<file path="config.mk">
export PLATFORM = sky130hd
export DESIGN_NAME = capture_path_arbiter
export DESIGN_NICKNAME = d
export VERILOG_FILES = /design/src/rtl/capture_path_arbiter.sv
export SDC_FILE = /design/constraint.sdc
export NUM_CORES = 1
export LEC_CHECK = 0
export ABC_AREA = 1
export CAP_MARGIN = 10
export CORE_UTILIZATION = 24
export CTS_BUF_LIST = sky130_fd_sc_hd__clkbuf_16
export CTS_CLUSTER_SIZE = 14
export DETAILED_ROUTE_END_ITERATION = 8
export HOLD_SLACK_MARGIN = 0.03
export PLACE_DENSITY = 0.43
export SETUP_SLACK_MARGIN = 0.2
export SYNTH_ARGS = -nofsm -noshare
export SYNTH_HDL_FRONTEND = slang
export SYNTH_SLANG_ARGS = --single-unit
</file>
<file path="constraint.sdc">
create_clock -name clk -period 1.4 [get_ports clk]
set_clock_uncertainty 0.1 [all_clocks]
set_input_delay 0.42 -clock clk [delete_from_list [all_inputs] [get_ports clk]]
set_output_delay 0.42 -clock clk [all_outputs]
set_load 0.03 [all_outputs]
</file>
<file path="src/rtl/capture_path_arbiter.sv">
// rtl/capture_path_arbiter.sv - round-robin sequencer sharing the two-register capture datapath
module capture_path_arbiter #(
   parameter int HOLD_CYCLES = 2,
   parameter int CNT_W       = 4
) (
   input  logic       clk,
   input  logic       rst_n,
   input  logic [1:0] req,
   input  logic [1:0] din0,
   input  logic [1:0] din1,
   output logic       d1,
   output logic       d2,
   output logic       en,
   input  logic       q1,
   input  logic       q2,
   output logic [1:0] ack,
   output logic [1:0] rdata,
   output logic       busy,
   output logic [7:0] grant_cnt
);

   typedef enum logic [1:0] {IDLE, DRIVE, SAMPLE, COOL} state_t;

   // Cooldown reload value; COOL lasts HOLD_CYCLES cycles counting down to zero.
   localparam logic [CNT_W-1:0] HOLD_M1 = CNT_W'((HOLD_CYCLES > 0) ? (HOLD_CYCLES - 1) : 0);
   localparam bit               HAS_COOL = (HOLD_CYCLES > 0);

   state_t           state_q, state_d;
   logic             last_q, last_d;
   logic             winner_q, winner_d;
   logic             d1_d, d2_d, en_d;
   logic [1:0]       ack_d, rdata_d;
   logic [7:0]       grant_d;
   logic [CNT_W-1:0] cnt_q, cnt_d;
   logic [1:0]       eligible;
   logic             pick;

   // State and registered outputs; reset aborts any transaction in flight.
   always_ff @(posedge clk) begin
      if (!rst_n) begin
         state_q   <= IDLE;
         last_q    <= 1'b1;
         winner_q  <= 1'b0;
         d1        <= 1'b0;
         d2        <= 1'b0;
         en        <= 1'b0;
         ack       <= 2'b00;
         rdata     <= 2'b00;
         grant_cnt <= 8'd0;
         cnt_q     <= '0;
      end else begin
         state_q   <= state_d;
         last_q    <= last_d;
         winner_q  <= winner_d;
         d1        <= d1_d;
         d2        <= d2_d;
         en        <= en_d;
         ack       <= ack_d;
         rdata     <= rdata_d;
         grant_cnt <= grant_d;
         cnt_q     <= cnt_d;
      end
   end

   // Next-state and next-output logic; datapath drives are zero outside DRIVE.
   always_comb begin
      state_d  = state_q;
      last_d   = last_q;
      winner_d = winner_q;
      d1_d     = 1'b0;
      d2_d     = 1'b0;
      en_d     = 1'b0;
      ack_d    = 2'b00;
      rdata_d  = rdata;
      grant_d  = grant_cnt;
      cnt_d    = cnt_q;
      // A requester still holding req during its ack cycle is not re-granted.
      eligible = req & ~ack;
      pick     = (eligible == 2'b11) ? ~last_q : eligible[1];

      case (state_q)
         IDLE: begin
            if (eligible != 2'b00) begin
               winner_d     = pick;
               last_d       = pick;
               {d2_d, d1_d} = pick ? din1 : din0;
               en_d         = 1'b1;
               state_d      = DRIVE;
            end
         end
         DRIVE: begin
            state_d = SAMPLE;
         end
         SAMPLE: begin
            rdata_d = {q2, q1};
            ack_d   = winner_q ? 2'b10 : 2'b01;
            if (grant_cnt != 8'hFF) begin
               grant_d = grant_cnt + 8'd1;
            end
            if (HAS_COOL) begin
               cnt_d   = HOLD_M1;
               state_d = COOL;
            end else begin
               state_d = IDLE;
            end
         end
         COOL: begin
            if (cnt_q == '0) begin
               state_d = IDLE;
            end else begin
               cnt_d = cnt_q - 1'b1;
            end
         end
         default: begin
            state_d = IDLE;
         end
      endcase
   end

   assign busy = (state_q != IDLE);

endmodule

</file>
Word level (Yosys, flattened, before mapping)

Cells that the tools add are included.

Bitwise logic cells: 3
Eq/ne operators: 8
Reductions and logical operators: 12
Add/sub/neg operators: 2
Multiplexer cells: 9

Operators by type and width:

| kind                                                | number |
|---|---|
| AND reduction 2 bit                                 | 6 |
| adder 8 x 1 -> 8 bit, second input constant         | 1 |
| two-way mux 2 bit                                   | 4 |
| != test 8 bit, second input constant                | 1 |
| case mux 2 bit (4 select lines)                     | 1 |
| case mux 4 bit (2 select lines)                     | 1 |
| equality test 2 bit, second input constant          | 3 |
| != test 2 bit, second input constant                | 3 |
| nonzero test 2 bit                                  | 3 |
| logical NOT 4 bit                                   | 1 |
| two-way mux 4 bit                                   | 1 |
| subtractor 4 x 1 -> 4 bit, second input constant    | 1 |
| AND reduction 3 bit                                 | 1 |
| AND 2 bit                                           | 1 |
| equality test 2 x 1 -> 1 bit, second input constant | 1 |
| logical NOT 2 bit                                   | 1 |
| two-way mux 1 bit                                   | 2 |
| NOT 2 bit                                           | 1 |
| NOT 1 bit                                           | 1 |

Output and inout port bits: 16
Bits in registers: 23
Bits of input ports: 10
Word-level logic and storage cells: 44

Longest topological paths before layout

Word-level depth: 5
Mapped depth: 10
Gate-level depth less buffers: 9

Least setup slack after synthesis

No wires, ideal clock.

Kind: register -> register
Start point: register grant_cnt[0]
End point: register grant_cnt[4]
Setup slack: -179 ps
Required time: 1187 ps
Path buffers: 1
Clock period less this slack: 1579 ps
Cell stages (with the launch flop): 10
Setup time: 113 ps
Data arrival time: 1366 ps
Cells stage by stage: dfxtp_1 ha_1 nand2_2 nor2_2 nand2_2 buf_6 nand3_1 nand2_1 nand2_1 nor2_1

Longest elaborated chain between the ends: 2
Elaborated cells between the ends (all ways): 3
Those cells by class: add/sub: 1; eq/ne: 1; reduce/logical: 1

RTL lines:

| element                                                                      | line | text |
|---|---|---|
| from (decl)                                                                  | 19   | `output logic [7:0] grant_cnt` |
| from (signal assigned)                                                       | 60   | `grant_cnt <= grant_d;` |
| parallel branches: the longest is 2 deep, another holds adder 8 x 1 -> 8 bit | n/a  |  |

Several ways; the timed one is not identified.
A chain may end at the register's enable or synchronous reset.

Worst setup path after layout

Start point: register state_q[0]
End point: output port busy

Longest elaborated chain between the ends: 1

RTL lines:

| element                | line | text |
|---|---|---|
| from (decl)            | 28   | `state_t state_q, state_d;` |
| from (signal assigned) | 52   | `state_q <= state_d;` |
| nonzero test 2 bit     | 120  | `assign busy = (state_q != IDLE);` |
| to (decl)              | 18   | `output logic busy,` |

Every way passes these cells.

==> summary.txt <==
Die ar. - 4873 um2
Vias/cell - 4.383
Standard-cell row count - 24
Via count - 1179
Rel. slew slack - 79.36%
Clock Sinks - 23
Final wirelength - 3048 um
Number of max-cap violations - 0
Crit-path cells - inv_4, ha_4, inv_4, buf_6
Critical path's largest stage delay - 0.35 ns
Post-Place Cells - 243
Gpl congestion - 0.7791
Startpoint types - flop
Io pins - 26
Pre-antenna DRT Iters - 4
Fin Hold WS - 0.3638 ns
H-tree depth - 1
Chip Width - 69.81 um
Setup violations, final - 1
Status - finished, violations left
Core area - 4384 um2
Drt initial violations - 30
Fill cell count - 435
P&R area growth vs syn - 91.04%
RSZ-0062 raised after global routing - yes
Fraction of the yosys area taken by sequential cells - 41.72%
Element type at the critical path end - output port
Synthesized cell area - 1104 um2
Initial antenna violation count - 0
Tcrit/Tclk final - 106.3%
Slowest cell on crit path - dfxtp_2
Pint - 2.049 mW
PD cells - 1555 nW/um2
Total CTS buffers - 3
Crit Path Category - reg -> out
Die Span Y - 69.81 um
Crit Path Max Fanout - 2
GR Util All Layers - 12.89%
Fin crit period - 1.488 ns
Net switching power - 1.229 mW
Number of global-route vias before repair - 1197
Largest net degree at the start of global routing - 16
First-pass GRT wire length - 5037 um
IO buf count - 25
Share of power burned in registers - 27.8%
Required time worst endpoint - 0.88 ns
Sw frac - 37.50%
Combinational share of power - 53.4%
Clock power frac - 18.8%
Commonest cells after routing, fill and taps aside - nand2_1 (24), buf_6 (24), nor2_1 (22), buf_4 (22), inv_1 (17)
DRT antenna net count - 0
Final Hold Violating Endpoints - 0
Layout cell share with drive strength beyond 1 - 55.76%
Pre-CTS setup slack - -0.2672 ns
Nets - 233
CTS tree - yes
N_diodes - 0
Critical Path Most Common Cell - inv_4
Mapped Nets - 174
Fmax - 672.1 MHz
Slew @ Worst Pin - 0.3072 ns
Failing checks - negative setup slack
Reg area - 504.2 um2
GR Overflow Total - 0
Mean post-synth cell area - 6.941 um2
Seq cells post-synth - 23
Clock tree buffer depth - 2
Worst VDD drop - 1.219 mV
Hold Path Class - reg -> reg
Gate Count Post-Synth - 159
Initial core utilization - 25.17%
Clk slew on worst S/H paths - 0.06 ns
P_leak - 0.9305 nW
Drt wl/cell - 11.33 um
HPWL after DPL - 1998 um
Clock Root Buffer - clkbuf_16
Critical Path AT - 0.97 ns
Max-slew violations - 0
Yosys warning total - 0
Clock latency on the worst-skew pair - 0.25 ns
Area occupied by multi-input gates - 779.5 um2
Synth unique cells - 21
Setup ws final - -0.08798 ns
Post-Layout Cell Count - 269
Drt drc - 0
## flip-flops by register name (all words and copies together) (netlist names)
signal     count
grant_cnt      8
cnt_q          4
ack            2
rdata          2
state_q        2
d1             1
d2             1
en             1
last_q         1
winner_q       1
## cell usage after synthesis, drive strengths merged
master	instances	share of area, %
a31oi	1	0.57
inv	23	7.8
nor2	29	10
a21oi	9	4.1
ha	5	5.7
nand4	4	2.3
o21ai	8	3.6
clkbuf	1	0.68
nor3	3	1.4
o21a	1	0.68
nand3	10	4.5
buf	3	2.2
nand3b	1	0.68
and3	1	0.57
dfxtp	23	42
nand2	37	13
## what timing repair did
item	4_1_cts	5_1_grt
resized for setup	75	16
pin swaps	20	17
endpoints found under the hold margin	0	0
setup endpoints to repair	38	36
buffers inserted	15	6
hold buffers	0	0
gates cloned	0	1
## power groups by stage
stage               logic, mW  registers, mW  clock network, mW
floorplan               0.648           1.02                  0
global placement         1.08          0.919                  0
detailed placement       1.08          0.923                  0
CTS                      1.56          0.916              0.646
global route             1.89          0.932              0.674
finish                   1.75          0.912              0.615
## cell type report
| type | instances | area share [%] |
|---|---|---|
| Multi-Input combinational cell | 109 | 36.97 |
| Inverter | 23 | 4.451 |
| Tap cell | 52 | 3.086 |
| Clock inverter | 1 | 0.1780 |
| Sequential cell | 23 | 23.92 |
| Timing Repair Buffer | 58 | 27.83 |
| Clock buffer | 3 | 3.561 |
## through the flow
stage	total power, mW	TNS [ns]	utilization (%)	cell area (um2)
detailed placement	2.007	-1.942	35.05	1536
floorplan	1.671	0	-	1201
finish	3.278	-0.08798	48.09	2108
global placement	1.999	-1.688	35.05	1536
global route	3.497	-0.3238	48.09	2108
CTS	3.121	-0.09290	44.89	1968
## routing by layer
layer / GRT usage (%) / vias to the layer above / routed length, um
met1: 14.50 / 541 / 1332
met2: 24.04 / 18 / 1608
li1: - / 618 / -
met3: 3.488 / 2 / 91
met5: 0 / - / 0
met4: 2.667 / 0 / 17
## cell families after synthesis
logic type / Yosys count / share of synthesized area (%)
buffers and inverters: 27 / 10.66
DFF: 23 / 41.72
and+or+nand+nor: 85 / 32.99
adders and majority gates: 5 / 5.669
AOI/OAI and AO/OA: 19 / 8.957
## path summary, 6_finish.rpt
check / depth (start not counted) / slack (ns) / start / end
setup / recovery: 4 / -0.09 / state_q[0] / busy
hold / removal: 2 / 0.36 / last_q / last_q
setup reg to reg: 9 / 0.03 / grant_cnt[1] / grant_cnt[5]
hold reg to reg: 2 / 0.36 / last_q / last_q
## worst max-delay path, delay by kind of cell, from the launching register on
family,cells,cell delay (ns)
buffers and inverters,3,0.21
DFF,1,0.35
adders and majority gates,1,0.15
Note: power is estimated with default switching activity, not from simulation.
==> patch 1: new RTL, same flow settings <==
Register the output `grant_cnt` once more, with the module's reset; this adds one clock of latency there. The other outputs are not delayed to match.
--- a/src/rtl/capture_path_arbiter.sv
+++ b/src/rtl/capture_path_arbiter.sv
@@ -26,4 +26,6 @@
    localparam bit               HAS_COOL = (HOLD_CYCLES > 0);
 
+   logic [7:0] grant_cnt_s0;
+
    state_t           state_q, state_d;
    logic             last_q, last_d;
@@ -47,5 +49,5 @@
          ack       <= 2'b00;
          rdata     <= 2'b00;
-         grant_cnt <= 8'd0;
+         grant_cnt_s0 <= 8'd0;
          cnt_q     <= '0;
       end else begin
@@ -58,5 +60,5 @@
          ack       <= ack_d;
          rdata     <= rdata_d;
-         grant_cnt <= grant_d;
+         grant_cnt_s0 <= grant_d;
          cnt_q     <= cnt_d;
       end
@@ -73,5 +75,5 @@
       ack_d    = 2'b00;
       rdata_d  = rdata;
-      grant_d  = grant_cnt;
+      grant_d  = grant_cnt_s0;
       cnt_d    = cnt_q;
       // A requester still holding req during its ack cycle is not re-granted.
@@ -95,6 +97,6 @@
             rdata_d = {q2, q1};
             ack_d   = winner_q ? 2'b10 : 2'b01;
-            if (grant_cnt != 8'hFF) begin
-               grant_d = grant_cnt + 8'd1;
+            if (grant_cnt_s0 != 8'hFF) begin
+               grant_d = grant_cnt_s0 + 8'd1;
             end
             if (HAS_COOL) begin
@@ -120,4 +122,12 @@
    assign busy = (state_q != IDLE);
 
+   always_ff @(posedge clk) begin
+      if (!rst_n) begin
+         grant_cnt <= '0;
+      end else begin
+         grant_cnt <= grant_cnt_s0;
+      end
+   end
+
 endmodule
 
Function: changed (a bounded check fails within 4 cycles, from zero or initial values and one cycle with rst_n low).
==> patch 1 against the unedited design <==
Power increased by 19%; largest power group unchanged; cell area increased by 16%; first-iteration DRC count increased by 47%; sequential share of layout area increased by 2.8 points; synthesized area increased by 22%; the run still ends with negative setup slack left; core utilization decreased by 1.6 points; sequential cell count increased by 8; worst setup slack got worse by 0.0046 ns; routed wire length increased by 12%; largest cell class unchanged.
==> patch 1: results <==
status:
  status: "finished with violations"
  violations: "negative setup slack"
power_and_ir_drop:
  power_uw: 3890
  p_clk_frac: 0.258
  p_leak_uw: 0.00114
  swShare: 0.337
  seq_power_uw: 1150
  vdd_drop_max_v: 0.000718
synth:
  synth.distinct_cells: 21
  synthAdderAreaFrac: 0.0463
  synth_compound_area_frac: 0.0630
  synth_xor_xnor_area_share: 0.00648
  netlist_top_cells_area: "dfxtp_1 (46%), nand2_1 (12%), inv_1 (9.2%)"
  synthCells: 187
  syn_nets: 202
  ys_seq_area_frac: 0.459
  synth_common_cells: "nand2_1 (44), inv_1 (33), dfxtp_1 (31)"
global_route:
  grt_pass1_wl_um: 5870
  track_usage: 0.126
  grt_max_degree: 10
critical_path:
  reg2reg_slack_ns: -0.05
  worstRegToRegCells: 8
  cp_slowest_cell: "dfxtp_4"
  worstReg2RegStart: "state_q[0]"
  r2r-end: "cnt_q[1]"
worst_hold_path:
  holdPathStages: 1
  min_from: "winner_q"
  holdPathEnd: "ack[0]"
placed_design:
  dp.cells: 300
  dp_hpwl_um: 2280
  gp_congestion: 0.732
  dp_slack_ns: -0.277
  dpl_cell_area_mm2: 0.00185
timing:
  whs_ns: 0.351
  maxSlewHeadroom: 0.802
  setup_viol_count_final: 2
  setup_tns_ns: -0.140
  setup_slack_ns: -0.0926
routing:
  wire_per_inst_um: 10.6
  drtIter0Drc: 44
  via_count: 1335
clocking:
  cts_made_buffers: 5
  cts_resized: 76
  htree_levels: 2
  hold_buffers: 0
  insertion_delay_ns: 0.27
  post_cts_buffers: 9
layout:
  drive_gt1_frac: 0.526
  fin_cells: 323
  nets: 267
  reg_top3: "grant_cnt (8), grant_cnt_s0 (8), cnt_q (4)"
patch 1: cell types whose count changed in the layout (fill, tap and decap cells not counted), sizes merged, moves of 3 or more:
| cell | before | now |
|---|---|---|
| nand3 | 10 | 13 |
| nand4 | 4 | 7 |
| dfxtp | 23 | 31 |
| inv | 24 | 35 |
| buf | 48 | 54 |
| nand2 | 37 | 45 |
patch 1: routing by layer:
layer	wire (um)	GRT usage	up-vias	share of wire
met1	1660	0.158	586	0.49
met4	55	0.0623	0	0.016
met5	0	0	-	0
met2	1560	0.200	28	0.46
met3	136	0.0333	4	0.040
li1	-	-	717	-
patch 1: area by class of cell:
cell class                      instances  area (um^2)
Fill cell                             543         2820
Multi-Input combinational cell        118          840
Sequential cell                        31          654
Timing Repair Buffer                   63          593
Inverter                               33          136
Clock buffer                            5          125
Tap cell                               70         87.6
Clock inverter                          3         12.5
==> patch 2: new RTL, config.mk and constraints unchanged <==
Made on the original files. Change the parameter `CNT_W` from 4 to 5.
--- a/src/rtl/capture_path_arbiter.sv
+++ b/src/rtl/capture_path_arbiter.sv
@@ -2,5 +2,5 @@
 module capture_path_arbiter #(
    parameter int HOLD_CYCLES = 2,
-   parameter int CNT_W       = 4
+   parameter int CNT_W       = 5
 ) (
    input  logic       clk,
Behaviour: same outputs for any inputs over 10 cycles, from zero or initial values and one cycle with rst_n low; that may be too few to reach the edited logic, so the function may still have changed.
==> patch 2 against the unedited design <==
The flow still finishes with violations (negative setup slack); sequential cell count increased by 1; first-iteration DRC count increased by 37%; cell area increased by 1.0%; critical path depth unchanged; count of clock-buffer cells in the layout unchanged; die area increased by 5.1%; routed wire length increased by 5.6%; synthesized area increased by 5.2%; power decreased by 6.5%; register-to-register slack got worse by 0.05 ns; worst setup slack got worse by 0.015 ns; largest power group unchanged.
==> patch 2: results <==
synth:
  syn_nets: 182
  synth_common_cells: "nand2_1 (37), dfxtp_1 (24), inv_1 (23), nor2_1 (23), nand3_1 (15)"
  synth.largest_area_cell: "dfxtp_1"
  ys_seq_area_frac: 0.414
  netlist_top_cells_area: "dfxtp_1 (41%), nand2_1 (12%), inv_1 (7.4%)"
  synth_warnings: 0
  synth.distinct_cells: 21
clocking:
  cts_made_buffers: 3
  clk_path_buf_depth: 2
  cts_root_buffer: "clkbuf_16"
  clk_pin_slew_ns: 0.06
  htree_levels: 1
  insertion_delay_ns: 0.26
timing:
  setup_viol_count_final: 2
  max_slew.worst_pin.slew_ns: 0.190
  slew_violations: 0
  setup_slack_ns: -0.103
power_and_ir_drop:
  vdd_drop_max_v: 0.000955
  p_leak_uw: 0.00101
critical_path:
  worstReg2RegStart: "state_q[1]"
  worstRegToRegCells: 7
  reg2reg_slack_ns: -0.02
  critPathMaxFanout: 2
  max_stage_delay_ns: 0.34
  arrival_ns: 0.98
  cp_top_family: "flip-flops"
  r2r-end: "cnt_q[2]"
  critPathLaunch: "state_q[0]"
  cp-endpoint: "busy"
worst_hold_path:
  hp-class: "flip-flop to flip-flop"
  min_from: "cnt_q[4]"
  holdPathStages: 2
  holdPathEnd: "cnt_q[4]"
layout:
  n_antenna_cell: 0
  fillers: 435
  reg_top3: "grant_cnt (8), cnt_q (5)"
  nets: 250
  drive_gt1_frac: 0.491
global_route:
  grt_pass1_vias: 1320
  track_usage: 0.135
  grt_max_degree: 14
  antenna_found_initial: 0
  grt_pass1_wl_um: 5480
placed_design:
  dpl_cell_area_mm2: 0.00160
  dp_hpwl_um: 2230
  dp_slack_ns: -0.247
  gp_congestion: 0.798
routing:
  drtIter0Drc: 41
  routed_via_density: 4.56
  wire_per_inst_um: 11.3
  first_pass_iters: 4
status:
  status: "finished with violations"
  violations: "negative setup slack"
patch 2: cell types whose count changed in the layout (fill, tap and decap cells not counted), sizes merged, moves of 2 or more:
cell   change
nor2       -4
buf       +10
nand2      +3
nand4      +3
o21ai      -2
nand3      +5
patch 2: power breakdown:
part	leakage (uW)	switching, uW	internal [uW]
clock network	0.0000385	246	382
logic	0.000762	771	755
registers	0.000205	87.4	823
patch 2: per-stage QoR:
stage               hold slack [ns]  setup TNS [ns]   util  std cells  power (uW)
floorplan                     0.313               0      -        167        1530
global placement              0.346           -1.69  0.356        261        1850
detailed placement            0.356           -1.94  0.356        261        1870
CTS                           0.368          -0.143  0.441        281        2840
global route                  0.388          -0.296  0.473        286        3250
finish                        0.367          -0.122  0.473        286        3060
patch 2: cell type report:
type	count	area share
tap	52	0.0306
timing repair buffer	67	0.304
clock inverter	1	0.00176
sequential	24	0.240
multi-input combinational	115	0.343
clock buffer	3	0.0353
inverter	24	0.0458
patch 2: worst register-to-register path, cell delays in order (launching register included):
cell	delay (ns)
dfxtp_2	0.34
buf_4	0.12
ha_2	0.23
inv_4	0.04
or2_4	0.25
nand2_1	0.09
nand2_1	0.05
a21oi_1	0.13
patch 2: per-layer routing:
metal	vias to the layer above	wire length, um	global-route usage
met5	-	0	0
met4	0	57	0.0523
met3	5	89	0.0253
met2	20	1650	0.248
met1	611	1420	0.154
li1	667	-	-
patch 2: logic make-up after synthesis:
group | synth area share
AND/OR/NAND/NOR | 0.352
adder cells (fa/ha/maj) | 0.0539
buffers and inverters | 0.106
AO/OA/AOI/OAI | 0.0744
flip-flops | 0.414
patch 2: repair_timing:
item	in CTS	in global routing
hold buffers	0	0
pin swaps	11	11
cloned	1	0
endpoints found under the setup margin	39	38
gates resized for setup	62	25
setup buffers	15	5
